==> config.mk <==
export PLATFORM = sky130hd
export DESIGN_NAME = regfile_writeback
export DESIGN_NICKNAME = d
export VERILOG_FILES = /design/src/rtl/regfile_writeback.sv
export SDC_FILE = /design/constraint.sdc
export NUM_CORES = 1
export LEC_CHECK = 0
export BUFFER_PORTS_ARGS = -buffer_cell sky130_fd_sc_hd__clkbuf_2
export CAP_MARGIN = 5
export CELL_PAD_IN_SITES_DETAIL_PLACEMENT = 1
export CELL_PAD_IN_SITES_GLOBAL_PLACEMENT = 2
export CORE_UTILIZATION = 28
export CTS_CLUSTER_DIAMETER = 50
export DETAILED_ROUTE_END_ITERATION = 8
export GPL_TIMING_DRIVEN = 0
export PLACE_DENSITY = 0.9
export RECOVER_POWER = 25
export SLEW_MARGIN = 40
export SYNTH_ARGS = -nofsm -noshare
export SYNTH_HDL_FRONTEND = slang
export SYNTH_SLANG_ARGS = --single-unit
==> constraint.sdc <==
create_clock -name i_clk -period 5.3 [get_ports i_clk]
set_input_delay 0.265 -clock i_clk [delete_from_list [all_inputs] [get_ports i_clk]]
set_output_delay 0.265 -clock i_clk [all_outputs]
set_load 0.01 [all_outputs]
==> src/rtl/regfile_writeback.sv <==
// ----------------------------------------------------------------------------
// regfile_writeback
//
// Write-side controller for the 32 x 64-bit register file. Results from the
// ALU and the load unit compete for the single write port through a
// valid/ready handshake. The winning result is registered onto the
// we/Rw/din pins one cycle after it is accepted. Writes to x0 are consumed
// but never reach the file. A per-register pending-load mask is kept for
// the issue stage's stall logic.
//
// The register file only refreshes its read ports in cycles with we low.
// For that reason, no more than MAX_BURST consecutive writes are allowed.
// After that, one idle cycle is forced. To keep the load unit from starving
// the ALU, the ALU takes priority after MAX_STALL consecutive stall cycles.
//
// Ports
//   i_clk        rising-edge system clock
//   i_rst_n      asynchronous active-low reset
//   i_alu_valid  ALU result available
//   i_alu_rd     ALU destination register
//   i_alu_data   ALU result
//   o_alu_ready  ALU result accepted this cycle (when i_alu_valid)
//   i_mem_valid  load result available
//   i_mem_rd     load destination register
//   i_mem_data   load data
//   o_mem_ready  load result accepted this cycle (when i_mem_valid)
//   i_ld_issue   load issued this cycle; marks i_ld_rd pending
//   i_ld_rd      destination of the issued load
//   o_rf_we      register file write enable (registered)
//   o_rf_rw      register file write address (registered)
//   o_rf_din     register file write data (registered)
//   o_busy_mask  bit i set while a load to register i is pending (registered)
// ----------------------------------------------------------------------------
module regfile_writeback #(
    parameter int DW        = 64,
    parameter int MAX_BURST = 4,
    parameter int MAX_STALL = 3
) (
    input  logic          i_clk,
    input  logic          i_rst_n,
    input  logic          i_alu_valid,
    input  logic [4:0]    i_alu_rd,
    input  logic [DW-1:0] i_alu_data,
    output logic          o_alu_ready,
    input  logic          i_mem_valid,
    input  logic [4:0]    i_mem_rd,
    input  logic [DW-1:0] i_mem_data,
    output logic          o_mem_ready,
    input  logic          i_ld_issue,
    input  logic [4:0]    i_ld_rd,
    output logic          o_rf_we,
    output logic [4:0]    o_rf_rw,
    output logic [DW-1:0] o_rf_din,
    output logic [31:0]   o_busy_mask
);

    localparam int BW = $clog2(MAX_BURST + 1);
    localparam int SW = $clog2(MAX_STALL + 1);
    localparam logic [BW-1:0] BURST_LIMIT = BW'(MAX_BURST);
    localparam logic [SW-1:0] STALL_LIMIT = SW'(MAX_STALL);

    logic          r_rfWe;
    logic [4:0]    r_rfRw;
    logic [DW-1:0] r_rfDin;
    logic [31:0]   r_busyMask;
    logic [BW-1:0] r_burstCnt;
    logic [SW-1:0] r_stallCnt;

    logic          w_gate;
    logic          w_starve;
    logic          w_aluReady;
    logic          w_memReady;
    logic          w_aluAccept;
    logic          w_memAccept;
    logic          w_accept;
    logic [4:0]    w_accRd;
    logic [DW-1:0] w_accData;
    logic          w_accWrite;
    logic [31:0]   w_busyNext;

    // Handshake arbitration. Memory normally wins, but the ALU takes over
    // once it has been stalled for MAX_STALL cycles. Both readies drop for
    // one cycle when the burst limit is reached, and they stay low while
    // reset is asserted.
    always_comb begin
        w_gate      = (r_burstCnt != BURST_LIMIT);
        w_starve    = (r_stallCnt == STALL_LIMIT);
        w_memReady  = i_rst_n & w_gate & ~(w_starve & i_alu_valid);
        w_aluReady  = i_rst_n & w_gate & (~i_mem_valid | w_starve);
        w_memAccept = i_mem_valid & w_memReady;
        w_aluAccept = i_alu_valid & w_aluReady;
        w_accept    = w_memAccept | w_aluAccept;
        w_accRd     = w_memAccept ? i_mem_rd   : i_alu_rd;
        w_accData   = w_memAccept ? i_mem_data : i_alu_data;
        w_accWrite  = w_accept & (w_accRd != 5'd0);
    end

    // Pending-load mask update. The issue side is applied after the
    // completion side, so a set and a clear of the same register in one
    // cycle leave the bit set. x0 can never be pending.
    always_comb begin
        w_busyNext = r_busyMask;
        if (w_memAccept && (i_mem_rd != 5'd0)) begin
            w_busyNext[i_mem_rd] = 1'b0;
        end
        if (i_ld_issue && (i_ld_rd != 5'd0)) begin
            w_busyNext[i_ld_rd] = 1'b1;
        end
        w_busyNext[0] = 1'b0;
    end

    // Write port register. An accepted result appears one cycle later. The
    // address and data hold their last value while the write enable is low.
    always_ff @(posedge i_clk or negedge i_rst_n) begin
        if (!i_rst_n) begin
            r_rfWe  <= 1'b0;
            r_rfRw  <= 5'd0;
            r_rfDin <= '0;
        end else begin
            r_rfWe <= w_accWrite;
            if (w_accWrite) begin
                r_rfRw  <= w_accRd;
                r_rfDin <= w_accData;
            end
        end
    end

    // Burst and stall counters. The burst counter counts consecutive real
    // writes. Any cycle without one clears it, including the forced idle
    // cycle. The stall counter saturates so that the ALU keeps priority
    // until it is actually served.
    always_ff @(posedge i_clk or negedge i_rst_n) begin
        if (!i_rst_n) begin
            r_burstCnt <= '0;
            r_stallCnt <= '0;
        end else begin
            r_burstCnt <= w_accWrite ? (r_burstCnt + BW'(1)) : '0;
            if (!i_alu_valid || w_aluAccept) begin
                r_stallCnt <= '0;
            end else if (r_stallCnt != STALL_LIMIT) begin
                r_stallCnt <= r_stallCnt + SW'(1);
            end
        end
    end

    // Pending-load mask register.
    always_ff @(posedge i_clk or negedge i_rst_n) begin
        if (!i_rst_n) begin
            r_busyMask <= '0;
        end else begin
            r_busyMask <= w_busyNext;
        end
    end

    assign o_alu_ready = w_aluReady;
    assign o_mem_ready = w_memReady;
    assign o_rf_we     = r_rfWe;
    assign o_rf_rw     = r_rfRw;
    assign o_rf_din    = r_rfDin;
    assign o_busy_mask = r_busyMask;

endmodule

---- Word level (Yosys, flattened, before mapping) ----
Index checks and enable logic that the tools add are counted.
storage, ports and cells
  flip-flop bits (word level) ............. 106
  input port bits ......................... 148
  output and inout bits ................... 104
  word-level logic and storage cells ...... 50
operators by class
  add/subtract/negate cells ............... 2
  magnitude comparators ................... 4
  eq/ne operators ......................... 3
  mux-type cells .......................... 11
  bitwise logic cells ..................... 14
  reductions and logical operators ........ 10
operator list
  operator                                                               number
  32-bit two-way mux                                                     2
  64-bit two-way mux                                                     1
  32-bit bitwise AND                                                     1
  32-bit inverter                                                        1
  32-bit bitwise OR                                                      1
  5-bit nonzero test                                                     3
  5-bit by 6-bit < comparator with 1-bit output, second input constant   2
  1-bit demux with 5-bit select                                          2
  5-bit by 1-bit >= comparator with 1-bit output, second input constant  2
  1-bit bitwise AND                                                      7
  5-bit two-way mux                                                      1
  1-bit logical AND                                                      4
  2-bit two-way mux                                                      2
  3-bit by 1-bit adder with 3-bit output, second input constant          1
  3-bit two-way mux                                                      1
  3-bit inequality test, second input constant                           1
  2-bit by 1-bit adder with 2-bit output, second input constant          1
  2-bit equality test, second input constant                             1
  1-bit two-way mux                                                      2
  2-bit inequality test, second input constant                           1
  1-bit inverter                                                         2
  1-bit bitwise OR                                                       2
  2-bit nonzero test                                                     1
  1-bit zero test                                                        1
  1-bit logical OR                                                       1

---- Longest topological paths before layout ----
Gate-level depths: netlist of the first run.
  word-level depth ........................ 9
  gate-level depth with buffers ........... 8
  depth with buffers taken out ............ 6

---- Least setup slack after synthesis of the first run ----
OpenSTA, ideal clock, no wires.
  path kind ............................... register to register
  from .................................... register r_stallCnt[0]
  to ...................................... register r_rfDin[33] (netlist: o_rf_din[33])
  setup time .............................. 123 ps
  arrival time ............................ 1,720 ps
  data required time ...................... 5,177 ps
  path slack .............................. 3,457 ps
  stages on the path, launching flop included .. 8
  buffers on the path ..................... 2
  period minus slack after synthesis ...... 1,843 ps
  path through ............................ dfrtp_1 ha_1 a21boi_1 nand2_1 buf_2 clkbuf_1 a21oi_1 a21oi_1
between the ends
  cells in the longest elaborated chain, start to end .. 8
  elaborated cells on any way between the ends .. 13
  those cells by class .................... eq/ne (1); mux (2); bitwise (9); reduce/logical (1)
RTL lines
  element                 RTL line  text
  start, declared         67        logic [SW-1:0] r_stallCnt;
  start signal, assigned  141       r_stallCnt <= r_stallCnt + SW'(1);
  2-bit equality test *   87        w_starve = (r_stallCnt == STALL_LIMIT);
  1-bit bitwise AND       88        w_memReady = i_rst_n & w_gate & ~(w_starve & i_alu_valid);
  1-bit inverter          88
  1-bit bitwise AND       88
  1-bit bitwise AND       90        w_memAccept = i_mem_valid & w_memReady;
  5-bit two-way mux       93        w_accRd = w_memAccept ? i_mem_rd : i_alu_rd;
  5-bit nonzero test      95        w_accWrite = w_accept & (w_accRd != 5'd0);
  1-bit bitwise AND       95
  end signal, assigned    123       r_rfDin <= w_accData;
  end, declared           64        logic [DW-1:0] r_rfDin;
Mark *: on every way between the ends. The rest lies on a longest branch, timed or not.
A chain may end at the register's enable or synchronous reset.

---- Worst setup path after layout of the first run ----
  from .................................... input port i_rst_n
  to ...................................... register r_busyMask[27] (netlist: o_busy_mask[27])
between the ends
  cells in the longest elaborated chain, start to end .. 7
RTL lines
  element                            RTL line  text
  start, declared                    40        input logic i_rst_n,
  1-bit bitwise AND * (2 in series)  88
  1-bit bitwise AND *                90
  1-bit logical AND *                103       if (w_memAccept && (i_mem_rd != 5'd0)) begin
  32-bit two-way mux *               103
  32-bit bitwise OR (no line)        n/a
  32-bit two-way mux *               106       if (i_ld_issue && (i_ld_rd != 5'd0)) begin
  net w_busyNext[27]                 79        logic [31:0] w_busyNext;
  end signal, assigned               151       r_busyMask <= w_busyNext;
  end, declared                      65        logic [31:0] r_busyMask;
Mark *: on every way through the listed nets, which the timed path passes. The rest lies on a longest branch.

==> results.cfg, run 1 <==
[outcome]
status = complete, no violations

[global_route]
grt_max_degree = 67
antenna_found_initial = 0
grt_overflow = 0
first_global_vias = 5545
grt_use_total_pct = 20.5
grt_first_pass_wirelength_mm = 30.0

[setup_path]
critPathMaxFanout = 66
endpoint_kind = flip-flop
critPathTopFamily = buffers and inverters
cp-start-kind = primary input
cp.depth = 8
cp_slowest_stage_delay_ns = 0.54
worstPathRequired_ns = 5.53
worst_r2r_path_depth = 7
timing.critical_path.to = o_busy_mask[27]
crit_path_frequent_cell = o21ai_0
crit_path_cell_trace = dlygate4sd3_1 -> clkbuf_8 -> buf_16 -> a21boi_1 -> clkbuf_1 -> nand4_1 -> o21ai_0 -> o21ai_0
crit_start = i_rst_n
r2r_slack_ns = 2.90
worstPathArrival_ns = 3.27
critPathKind = primary input to flip-flop
crit_slowest_cell = dlygate4sd3_1
timing.rr.start = r_burstCnt[0]
crit_buf_inv = 4
r2r_end = o_busy_mask[27]

[power_and_ir_drop]
powerDensity_nw_per_um2 = 334
power.leakage_nw = 3.36
ir_drop_uv = 144

[clock_network]
root_buffer = clkbuf_16
clock-sinks = 106
cts_made_buffers = 9
cts_tree = built
clock_latency_ns = 0.35
cts.clk_slew.worst_paths_ns = 0.09
htreeDepth = 3
cts_buffer_depth = 2
cts_setup_buffers = 0
cts_resized = 0

[synth]
synth_ff_type = dfrtp_1
ys_seq_elements = 106
synthCells = 551
yosysWarnings = 0
synth_cell_type_count = 42
syn-cell-area_um2 = 5170
async_flop_share_pct = 100
synthesis.nets = 702
synth_area_per_cell_um2 = 9.39
synth-edff-count = 0
yosysSeqAreaShare_pct = 51.3

[detailed_routing]
first_iter_violations = 216
ant_nets = 0
wire_per_inst_um = 18.5
wl_mm = 19.4
dr.pass1.iters = 4
vias = 5327
drc = 0
avgViaCountPerCell = 5.08

[die]
dieArea_um2 = 19000
core-area_um2 = 18000
die_y_um = 138
ios = 252
fp.dieW_um = 138
initial_core_util_pct = 28.7
rows = 49

[place]
dp_hpwl_mm = 14.4
dp_cells = 1031
port_buffers = 250
gp_congestion = 0.787

[finish]
mostFrequentLayoutCells = clkbuf_2 (232), a21oi_1 (129), dfrtp_1 (106)
num_antenna_cells = 0
fin_util_pct = 39.1
n_fill_cell = 2219
final_common_cell = clkbuf_2
fin_cells = 1048
drive_gt1_share_pct = 37.2
area_growth_syn_to_layout_pct = 36.1
layout.nets = 965

[worst_hold_path]
hp-class = primary input to flip-flop
hold_start = i_mem_data[4]

[timing]
finalHoldViolations = 0
rsz0062_at_grt = no
setup_viol = 0
period_needed_ns = 3.04
hold_slack_ns = 0.116
final_max_slew_viol_count = 0
slew_headroom_pct = 61.8
worst_pin_slew_ns = 0.574
clock_skew_ns = 0.00828
setup_tns_ns = 0
max_freq_mhz = 329
finalCritPeriodShare_pct = 57.4

[job]
max_cap_violations = 0
==> cell usage after synthesis, types with 3 or more instances <==
cell	count	share of area, %
nor2_1	12	0.87
nand2_1	75	5.4
o22ai_2	20	4.8
and2_1	3	0.36
nand2b_1	3	0.36
inv_1	6	0.44
buf_2	13	1.3
a21oi_1	129	12
nand3_1	4	0.39
or3b_2	4	0.68
buf_4	4	0.58
nand3b_1	6	0.87
nand4_1	3	0.36
clkbuf_1	14	1.0
or3_1	3	0.36
ha_1	3	0.73
buf_6	6	1.3
o22ai_1	46	5.6
o21ai_0	61	5.9
dfrtp_1	106	51
==> sequential cells by signal, indices dropped and copies added (netlist names) <==
name	cells
o_rf_din	64
r_burstCnt	3
o_busy_mask	31
o_rf_rw	5
r_stallCnt	2
o_rf_we	1
==> where the power goes <==
| part | switching (mW) | total, mW | internal [mW] |
|---|---|---|---|
| clock network | 0.360 | 0.698 | 0.339 |
| registers | 0.108 | 1.06 | 0.953 |
| logic | 0.335 | 0.591 | 0.255 |
| total | 0.803 | 2.35 | 1.55 |
==> area by class of cell <==
| class | count | area, µm² | share of cell area [%] |
|---|---|---|---|
| sequential | 106 | 2650 | 37.7 |
| clock buffer | 9 | 225 | 3.20 |
| multi-input combinational | 402 | 2280 | 32.4 |
| inverter | 6 | 22.5 | 0.320 |
| timing repair buffer | 252 | 1280 | 18.1 |
| buffer | 37 | 215 | 3.06 |
| tap | 229 | 287 | 4.07 |
| clock inverter | 7 | 78.8 | 1.12 |
==> routing by layer <==
layer	routed length [µm]	track usage (%)	share of wire [%]	vias to the layer above
li1	-	-	-	2552
met1	8730	27.2	45	2610
met2	9380	33.4	48	142
met3	992	3.95	5.1	23
met4	335	6.34	1.7	0
met5	0	0	0	-
==> through the flow <==
step / worst slack (ns) / instance area [µm²] / total power, mW
floorplan: 3.46 / 5170 / 1.35
global placement: 0.965 / 6710 / 1.66
detailed placement: 2.40 / 6750 / 1.68
CTS: 2.22 / 7060 / 2.39
global route: 1.88 / 7040 / 2.49
finish: 2.26 / 7040 / 2.35
==> worst register-to-register path: cells and delay by family, from the launching register on <==
kind	cells	cell delay, ns
and+or+nand+nor	1	0.48
buffers and inverters	2	0.43
adders and majority gates	1	0.22
DFF	1	0.37
AOI/OAI and AO/OA	3	0.78
==> kinds of logic (layout without fill, tap and decap cells) <==
family	after synthesis	after routing	share of synthesized area [%]
AOI/OAI and AO/OA	270	270	31.3
xor gates and xnor gates	2	2	0.339
adders and majority gates	3	3	0.726
buffers and inverters	43	311	4.60
DFF	106	106	51.3
muxes	2	2	0.387
other	1	1	0.0725
and+or+nand+nor	124	124	11.3
==> repair_timing <==
item | 4_1_cts | 5_1_grt
hold endpoints to repair | 42 | 0
hold buffers | 1 | 0
setup endpoints to repair | 0 | 0
==> worst min path at each step <==
stage	cells past startpoint	to	slack (ns)
floorplan	0	o_busy_mask[10]	-0.03
global placement	1	r_burstCnt[0]	0.46
detailed placement	1	o_rf_din[28]	0.24
CTS	3	o_rf_din[4]	0.10
global route	3	o_rf_din[4]	0.11
finish	3	o_rf_din[4]	0.12
No activity file was read; power rests on OpenSTA's default activity.
==> run 2, diff against run 1 <==
--- a/config.mk
+++ b/config.mk
@@ -9,11 +9,11 @@
 export CAP_MARGIN = 5
 export CELL_PAD_IN_SITES_DETAIL_PLACEMENT = 1
 export CELL_PAD_IN_SITES_GLOBAL_PLACEMENT = 2
-export CORE_UTILIZATION = 28
+export CORE_UTILIZATION = 23
 export CTS_CLUSTER_DIAMETER = 50
 export DETAILED_ROUTE_END_ITERATION = 8
 export GPL_TIMING_DRIVEN = 0
-export PLACE_DENSITY = 0.9
+export PLACE_DENSITY = 0.8
 export RECOVER_POWER = 25
 export SLEW_MARGIN = 40
 export SYNTH_ARGS = -nofsm -noshare
==> constraint.sdc (replaced) <==
create_clock -name i_clk -period 2.55 [get_ports i_clk]
set_input_delay 0.1275 -clock i_clk [delete_from_list [all_inputs] [get_ports i_clk]]
set_output_delay 0.1275 -clock i_clk [all_outputs]
set_load 0.01 [all_outputs]
==> run 2 against run 1 <==
The run now ends with design-rule violations, max-capacitance violations, max-slew violations left. Count of clock-buffer cells in the layout unchanged. Global-route usage decreased by 1.6 points. Highest routed layer unchanged. Die area increased by 21%. Non-clock buffer count increased by 69. Core utilization decreased by 3.5 points. Sequential power increased by 110%. Design area increased by 11%.
==> results.cfg, run 2 (synthesis results as in run 1) <==
[outcome]
status = finished, violations left
violations = design-rule violations, max-capacitance violations, max-slew violations

[place]
gp_congestion = 0.753
place_ws_ns = -0.241
dp_hpwl_mm = 15.1
port_buffers = 250
dp_cells = 1082

[finish]
multi_input_area_um2 = 2290
n_fill_cell = 2636
area_growth_syn_to_layout_pct = 50.9
final_common_cell = clkbuf_2
largest_register_ff_count = 64
drive_gt1_share_pct = 35.0
fin_cells = 1168
num_antenna_cells = 0
layout.nets = 1034
mostFrequentLayoutCells = clkbuf_2 (233), a21oi_1 (129), dfrtp_1 (106)
regArea_um2 = 2650

[clock_network]
cts.clk_slew.worst_paths_ns = 0.09
cts_made_buffers = 9
root_buffer = clkbuf_16
htreeDepth = 3
clock_latency_ns = 0.37
cts_buffer_depth = 2
clock-sinks = 106
cts_tree = built

[timing]
finalHoldViolations = 0
worst_slack_ns = 0.215
setup_tns_ns = 0
worst_pin_slew_ns = 1.62
period_needed_ns = 2.34
rsz0062_at_grt = no
slew_headroom_pct = -7.72
hold_slack_ns = 0.0161
finalCritPeriodShare_pct = 91.6
max_freq_mhz = 428
final_max_slew_viol_count = 61
setup_viol = 0
clock_skew_ns = 0.0131

[global_route]
antenna_found_initial = 0
first_global_vias = 5985
grt_first_pass_wirelength_mm = 34.3
grt_overflow = 0
grt_use_total_pct = 18.9
grt_max_degree = 61

[power_and_ir_drop]
powerDensity_nw_per_um2 = 644
ir_drop_uv = 325
p_total_mw = 5.03
power.leakage_nw = 3.66

[setup_path]
critPathKind = primary input to flip-flop
critPathMaxFanout = 10
worstPathRequired_ns = 2.81
cp-start-kind = primary input
worstPathArrival_ns = 2.59
endpoint_kind = flip-flop

[worst_hold_path]
hp-class = primary input to flip-flop

[detailed_routing]
dr.pass1.iters = 6
vias = 5645
first_iter_violations = 286
avgViaCountPerCell = 4.83
drc = 40
wire_per_inst_um = 18.4
ant_nets = 0
wl_mm = 21.5

[die]
ios = 252
initial_core_util_pct = 23.6
die_y_um = 152
dieArea_um2 = 23100
core-area_um2 = 22000
fp.dieW_um = 152
rows = 54

[job]
max_cap_violations = 1
## run 2: cell types whose count changed in the layout (fill, tap and decap cells not counted)
| cell | delta |
|---|---|
| clkinv_4 | +1 |
| buf_4 | +3 |
| clkbuf_2 | +1 |
| inv_6 | -3 |
| clkbuf_1 | +1 |
| dlygate4sd3_1 | +63 |
| a21boi_2 | +1 |
| clkinv_8 | +1 |
| a21boi_1 | -1 |
| buf_16 | +1 |
| inv_8 | +1 |
## run 2: metrics by stage
step	cell area, µm²	utilization (%)
3_5_place_dp	6810	31.0
3_3_place_gp	6770	30.8
6_report	7810	35.5
4_1_cts	7850	35.7
2_1_floorplan	5170	-
5_1_grt	7810	35.5
## run 2: worst paths after layout
| check | from | endpoint | slack (ns) | cells past startpoint |
|---|---|---|---|---|
| worst max-delay path | i_rst_n | o_rf_din[60] | 0.21 | 9 |
| worst min-delay path | i_alu_data[45] | o_rf_din[45] | 0.02 | 3 |
| worst max register to register | r_burstCnt[0] | o_rf_din[60] | 0.27 | 8 |
| worst min register to register | r_burstCnt[0] | r_burstCnt[0] | 0.47 | 1 |
| max in group asynchronous | i_rst_n | o_rf_din[40] | 0.45 | 4 |
| min in group asynchronous | i_rst_n | o_busy_mask[9] | 1.06 | 5 |
## run 2: metal layers
metal  track usage (%)  share of wire (%)  wire length (µm)  vias up
li1                  -                  -                 -     2695
met1              24.5                 45              9710     2757
met2              31.7                 48             10400      165
met3              3.22                4.4               952       28
met4              6.75                2.2               469        0
met5                 0                  0                 0        -
## run 2: what timing repair did
item,in CTS,in global routing
buffers inserted,0,3
hold endpoints to repair,108,0
gates resized for setup,0,3
hold buffers,67,0
endpoints found under the setup margin,0,23
## run 2: worst max-delay path: stages
cell	delay [ns]
dlygate4sd3_1	0.55
clkbuf_8	0.14
clkbuf_1	0.19
a21boi_1	0.40
nand2_1	0.26
buf_2	0.28
clkbuf_1	0.30
a21oi_1	0.23
a21oi_1	0.09
## run 2: power breakdown
| group | switching [mW] | leakage [nW] | internal (mW) |
|---|---|---|---|
| clock | 0.778 | 0.152 | 0.710 |
| combinational | 0.728 | 2.30 | 0.601 |
| sequential | 0.227 | 1.21 | 1.98 |
## run 2: final cells by class
class / instances / area share, %
plain buffers: 37 / 2.77
clock buffers: 9 / 2.89
clock inverters: 7 / 1.14
inverters: 6 / 0.289
multi-input cells: 402 / 29.3
flip-flops and latches: 106 / 34.0
well taps: 280 / 4.49
repair buffers: 321 / 25.2
